==> config.mk <==
export PLATFORM = sky130hd
export DESIGN_NAME = spi_peripheral
export DESIGN_NICKNAME = d
export VERILOG_FILES = /design/src/rtl/spi_peripheral.sv
export SDC_FILE = /design/constraint.sdc
export NUM_CORES = 1
export LEC_CHECK = 0
export CELL_PAD_IN_SITES_DETAIL_PLACEMENT = 1
export CELL_PAD_IN_SITES_GLOBAL_PLACEMENT = 1
export CORE_MARGIN = 1
export CORE_UTILIZATION = 40
export DETAILED_ROUTE_END_ITERATION = 10
export GPL_TIMING_DRIVEN = 0
export PLACE_DENSITY = 0.88
export SLEW_MARGIN = 5
export SYNTH_ARGS = -nofsm -noshare
export SYNTH_HDL_FRONTEND = slang
export SYNTH_SLANG_ARGS = --single-unit
==> constraint.sdc <==
create_clock -name clk -period 2.3 [get_ports clk]
set_clock_uncertainty 0.1 [all_clocks]
set_input_delay 0.575 -clock clk [delete_from_list [all_inputs] [get_ports clk]]
set_output_delay 0.575 -clock clk [all_outputs]
set_load 0.01 [all_outputs]
==> src/rtl/spi_peripheral.sv <==
// SPI mode-0 peripheral: oversamples SCK/SS/MOSI in the clk domain, captures four
// MSB-first receive slots and shifts four preloaded response words out on MISO.
module spi_peripheral #(
    parameter int unsigned DATA_BITS = 8
) (
    input  logic                 clk,
    input  logic                 reset,
    input  logic                 SCK,
    input  logic                 SS,
    input  logic                 MOSI,
    output logic                 MISO,
    input  logic [DATA_BITS-1:0] tx_word0,
    input  logic [DATA_BITS-1:0] tx_word1,
    input  logic [DATA_BITS-1:0] tx_word2,
    input  logic [DATA_BITS-1:0] tx_word3,
    output logic [DATA_BITS-1:0] rx_word0,
    output logic [DATA_BITS-1:0] rx_word1,
    output logic [DATA_BITS-1:0] rx_word2,
    output logic [DATA_BITS-1:0] rx_word3,
    output logic                 rx_valid,
    output logic [1:0]           rx_index,
    output logic                 frame_done,
    output logic                 frame_err,
    output logic                 busy
);

    localparam int unsigned CW = (DATA_BITS > 2) ? $clog2(DATA_BITS) : 1;
    localparam int unsigned RW = DATA_BITS - 1;

    typedef enum logic [1:0] {ARM, IDLE, ACTIVE} state_t;

    state_t state, state_nxt;

    logic sck_s1, sck_s2, sck_s3;
    logic ss_s1, ss_s2, ss_s3;
    logic mosi_s1, mosi_s2;
    logic sck_rise, sck_fall, ss_fall, ss_rise;

    logic [CW-1:0]        bit_cnt, bit_cnt_nxt;
    logic [1:0]           slot, slot_nxt;
    logic [RW-1:0]        shift_rx, shift_rx_nxt;
    logic [DATA_BITS-1:0] shift_tx, shift_tx_nxt;
    logic [DATA_BITS-1:0] rx_mem [4];
    logic [DATA_BITS-1:0] rx_mem_nxt [4];
    logic [DATA_BITS-1:0] tx_next;
    logic                 miso_nxt, rx_valid_nxt, frame_done_nxt, frame_err_nxt, busy_nxt;
    logic [1:0]           rx_index_nxt;

    // SS synchronizer resets low so a reset released mid-frame cannot fake an ss_fall
    always_ff @(posedge clk or negedge reset) begin
        if (!reset) begin
            {sck_s1, sck_s2, sck_s3} <= '0;
            {ss_s1, ss_s2, ss_s3}    <= '0;
            {mosi_s1, mosi_s2}       <= '0;
        end else begin
            sck_s1  <= SCK;
            sck_s2  <= sck_s1;
            sck_s3  <= sck_s2;
            ss_s1   <= SS;
            ss_s2   <= ss_s1;
            ss_s3   <= ss_s2;
            mosi_s1 <= MOSI;
            mosi_s2 <= mosi_s1;
        end
    end

    assign sck_rise = sck_s2 & ~sck_s3;
    assign sck_fall = ~sck_s2 & sck_s3;
    assign ss_fall  = ~ss_s2 & ss_s3;
    assign ss_rise  = ss_s2 & ~ss_s3;

    always_comb begin
        tx_next = tx_word0;
        case (2'(slot + 2'd1))
            2'd0: tx_next = tx_word0;
            2'd1: tx_next = tx_word1;
            2'd2: tx_next = tx_word2;
            default: tx_next = tx_word3;
        endcase
    end

    always_ff @(posedge clk or negedge reset) begin
        if (!reset) state <= ARM;
        else        state <= state_nxt;
    end

    always_comb begin
        state_nxt = state;
        case (state)
            ARM:    if (ss_s2)   state_nxt = IDLE;
            IDLE:   if (ss_fall) state_nxt = ACTIVE;
            ACTIVE: if (ss_rise) state_nxt = IDLE;
            default: state_nxt = ARM;
        endcase
    end

    // Next values for the datapath and the registered outputs
    always_comb begin
        bit_cnt_nxt    = bit_cnt;
        slot_nxt       = slot;
        shift_rx_nxt   = shift_rx;
        shift_tx_nxt   = shift_tx;
        rx_mem_nxt     = rx_mem;
        miso_nxt       = MISO;
        rx_valid_nxt   = 1'b0;
        rx_index_nxt   = rx_index;
        frame_done_nxt = 1'b0;
        frame_err_nxt  = 1'b0;
        busy_nxt       = (state_nxt == ACTIVE);
        case (state)
            IDLE: begin
                miso_nxt = 1'b0;
                if (ss_fall) begin
                    bit_cnt_nxt  = '0;
                    slot_nxt     = '0;
                    shift_tx_nxt = tx_word0;
                    miso_nxt     = tx_word0[DATA_BITS-1];
                end
            end
            ACTIVE: begin
                if (ss_rise) begin
                    frame_done_nxt = 1'b1;
                    frame_err_nxt  = (bit_cnt != '0);
                    miso_nxt       = 1'b0;
                end else if (sck_rise) begin
                    shift_rx_nxt = RW'({shift_rx, mosi_s2});
                    bit_cnt_nxt  = CW'(bit_cnt + CW'(1));
                    if (bit_cnt == CW'(DATA_BITS - 1)) begin
                        rx_mem_nxt[slot] = {shift_rx, mosi_s2};
                        rx_valid_nxt     = 1'b1;
                        rx_index_nxt     = slot;
                        bit_cnt_nxt      = '0;
                    end
                end else if (sck_fall) begin
                    if (bit_cnt != '0) begin
                        shift_tx_nxt = {shift_tx[DATA_BITS-2:0], 1'b0};
                        miso_nxt     = shift_tx[DATA_BITS-2];
                    end else begin
                        slot_nxt     = 2'(slot + 2'd1);
                        shift_tx_nxt = tx_next;
                        miso_nxt     = tx_next[DATA_BITS-1];
                    end
                end
            end
            default: miso_nxt = 1'b0;
        endcase
    end

    always_ff @(posedge clk or negedge reset) begin
        if (!reset) begin
            bit_cnt    <= '0;
            slot       <= '0;
            shift_rx   <= '0;
            shift_tx   <= '0;
            for (int i = 0; i < 4; i++) rx_mem[i] <= '0;
            MISO       <= 1'b0;
            rx_valid   <= 1'b0;
            rx_index   <= '0;
            frame_done <= 1'b0;
            frame_err  <= 1'b0;
            busy       <= 1'b0;
        end else begin
            bit_cnt    <= bit_cnt_nxt;
            slot       <= slot_nxt;
            shift_rx   <= shift_rx_nxt;
            shift_tx   <= shift_tx_nxt;
            rx_mem     <= rx_mem_nxt;
            MISO       <= miso_nxt;
            rx_valid   <= rx_valid_nxt;
            rx_index   <= rx_index_nxt;
            frame_done <= frame_done_nxt;
            frame_err  <= frame_err_nxt;
            busy       <= busy_nxt;
        end
    end

    assign rx_word0 = rx_mem[0];
    assign rx_word1 = rx_mem[1];
    assign rx_word2 = rx_mem[2];
    assign rx_word3 = rx_mem[3];

endmodule
==> flow_summary_export.csv <==
group,metric,value,unit
outcome,status,"finished, final reports clean",
synthesis,synth_edf_count,0,
synthesis,yosysWarnings,0,
clock_tree,cts_buffers,9,
worst_setup_path,slowest_delay,0.42,ns
job,maxCapViolCount,0,
worst_setup_path,path_delay_family,"buffers and inverters",
floorplanning,die_w,93.0,um
floorplanning,io-pin-count,76,
power,power_density,795,mW/mm^2
floorplanning,core-area,0.00785,mm^2
power,max-vdd-ir-drop,396,uV
global_routing,grt_pass1_vias,2574,
worst_setup_path,worstPathArrival,2.27,ns
finish,fin_nets,383,
global_routing,grt_pass1_wl,13700,um
synthesis,synth_cell_types,43,
finish,antenna_cells,0,
timing,worst_hold_slack,0.245,ns
floorplanning,die_area,0.00864,mm^2
timing,timing.final.crit_share,0.932,
synthesis,syn-num-nets,297,
worst_setup_path,cp-start-kind,"flip-flop",
route,routed_wl,8210,um
timing,slew_headroom,0.436,
clock_tree,clockRootBuffer,"clkbuf_8",
min_path,holdCritPathClass,"primary input to asynchronous set/reset pin",
finish,finalInstanceArea,0.00442,mm^2
worst_setup_path,endpoint_kind,"flip-flop",
clock_tree,ctsLongestPathBuffers,2,
global_routing,grt_usage,0.210,
route,remaining_drc_errors,0,
floorplanning,rows,32,
route,vias_per_cell,5.29,
route,vias,2333,
clock_tree,cts_num_sinks,68,
floorplanning,die_h,93.0,um
synthesis,synth_seq_area_share,0.514,
synthesis,netlist_instances,248,
synthesis,syn_area,0.00331,mm^2
finish,area_delta_synth_final,33.7,%
clock_tree,htreeDepth,3,
power,p_leak,0.00203,uW
worst_setup_path,slowest_stage,"dfrtp_1",
timing,setup_viol,0,
worst_setup_path,path_max_fanout,10,
floorplanning,start_util,0.422,
global_routing,grt_remaining_overflow,0,
clock_tree,cts_resized,0,
timing,fmax,466,MHz
timing,drv_slew,0,
timing,hold_viol_final,0,
worst_setup_path,crit_cells,5,
synthesis,async_flop_share,1.00,
route,first_pass_iters,4,
clock_tree,cts_tree,"done",
placed_design,hpwl,5650,um
timing,rsz0062_at_grt,"false",
global_routing,grt_antenna_before_repair,0,
route,drt_iter0_drc,62,
route,routedWlPerCell,18.6,um
timing,setup_ws,0.156,ns
global_routing,grt_max_degree,69,
clock_tree,clock_latency,0.34,ns
clock_tree,postCtsSetupRepairBufs,0,
worst_setup_path,path_buf_inv,2,
timing,tightestPinTransition,0.847,ns
worst_setup_path,path_cells,"inv_1 -> ha_1 -> buf_2 -> nand3_1 -> mux2_2",
clock_tree,hold_buffers,0,
placed_design,dpl-instance-area,0.00419,mm^2
placed_design,gp_congestion,0.795,
worst_setup_path,ff2ff_path_depth,5,
route,antenna_left,0,
finish,final_layout_size_suffix_gt1_frac,0.227,
placed_design,port_buffers,75,
placed_design,pre_cts_ws,0.219,ns
synthesis,ys.flop_type,"dfrtp_1",
worst_setup_path,cp.required,2.42,ns
finish,layout_commonest_cell,"clkdlybuf4s50_1",
worst_setup_path,critPathKind,"flip-flop to flip-flop",
timing,fin_crit,2.14,ns
clock_tree,path_clk_slew,0.08,ns
synthesis,ys_seq_elements,68,
finish,final_cell_mix,"clkdlybuf4s50_1, dfrtp_1, mux2_4",
synthesis,syn_avg_cell_area,13.3,um^2
## state kept, by name, indices dropped and copies added (netlist names)
name and count:
sck_s1 1, rx_word3 8, mosi_s2 1, slot 2
rx_word1 8, sck_s2 1, shift_rx 7, bit_cnt 3
rx_valid 1, frame_err 1, rx_word0 8, ss_s3 1
rx_word2 8, MISO 1, ss_s1 1, ss_s2 1
mosi_s1 1, frame_done 1, shift_tx 7, sck_s3 1
busy 1, rx_index 2, state 2
## cells in the mapped netlist, types with 2 or more instances
| master | count | area, um^2 |
|---|---|---|
| nor3_1 | 2 | 10.0 |
| dfrtp_1 | 68 | 1700 |
| clkbuf_1 | 2 | 7.51 |
| mux2_4 | 32 | 480 |
| nand3_1 | 8 | 40.0 |
| buf_2 | 4 | 20.0 |
| nor2_1 | 10 | 37.5 |
| a22oi_1 | 8 | 60.1 |
| mux2_1 | 4 | 45.0 |
| a21oi_1 | 15 | 75.1 |
| o2bb2ai_1 | 8 | 70.1 |
| or2_2 | 2 | 12.5 |
| nand2_8 | 4 | 80.1 |
| o211ai_1 | 2 | 15.0 |
| inv_1 | 11 | 41.3 |
| a22o_1 | 2 | 17.5 |
| nand2b_1 | 4 | 25.0 |
| mux2_2 | 12 | 135 |
| o21ai_0 | 4 | 20.0 |
| ha_1 | 12 | 150 |
| nand2_1 | 6 | 22.5 |
| o22ai_1 | 7 | 43.8 |
## layer usage
metal  GRT usage  part of all wire  up-vias
li1            -                 -     1076
met1       0.260              0.43     1202
met2       0.368              0.52       48
met3      0.0353             0.033        7
met4      0.0731             0.012        0
met5           0                 0        -
## per-stage QoR
step	TNS, ns	util	total power [uW]	cells
floorplan	0	-	2050	248
detailed placement	0	0.533	2360	425
CTS	0	0.564	3550	441
finish	0	0.564	3520	441
global route	0	0.564	3720	441
global placement	-110.55	0.534	2300	425
## path summary, 6_finish.rpt
check                         start           to  slack (ns)
min                           reset  rx_word2[5]        0.25
min in group clk            mosi_s1      mosi_s2        0.25
max reg2reg                state[0]  shift_rx[6]        0.16
max                        state[0]  shift_rx[6]        0.16
max in group asynchronous     reset       sck_s2        1.31
min reg2reg                 mosi_s1      mosi_s2        0.25
## final cells by class
cell class	count	area [um^2]
plain buffers	8	51.3
well taps	102	128
inverters	12	45.0
clock inverters	6	111
fillers	793	3420
clock buffers	10	128
repair buffers	75	748
multi-input cells	160	1510
flip-flops and latches	68	1700
## worst reg2reg max path: stages (launching register included)
cell and delay, ns:
dfrtp_1 0.42, inv_1 0.13, ha_1 0.31, buf_2 0.30, nand3_1 0.37, mux2_2 0.42
## power by group
group	internal [uW]	total (uW)	switching (uW)
combinational	413	915	502
sequential	1320	1420	96.5
clock	723	1190	463
## cell families after synthesis
kind of cell | share of synthesized area
AO/OA/AOI/OAI | 0.115
flip-flops | 0.514
AND/OR/NAND/NOR | 0.0964
buffers and inverters | 0.0291
adder cells (fa/ha/maj) | 0.0454
multiplexers | 0.200
No activity file was read; power rests on OpenSTA's default activity.
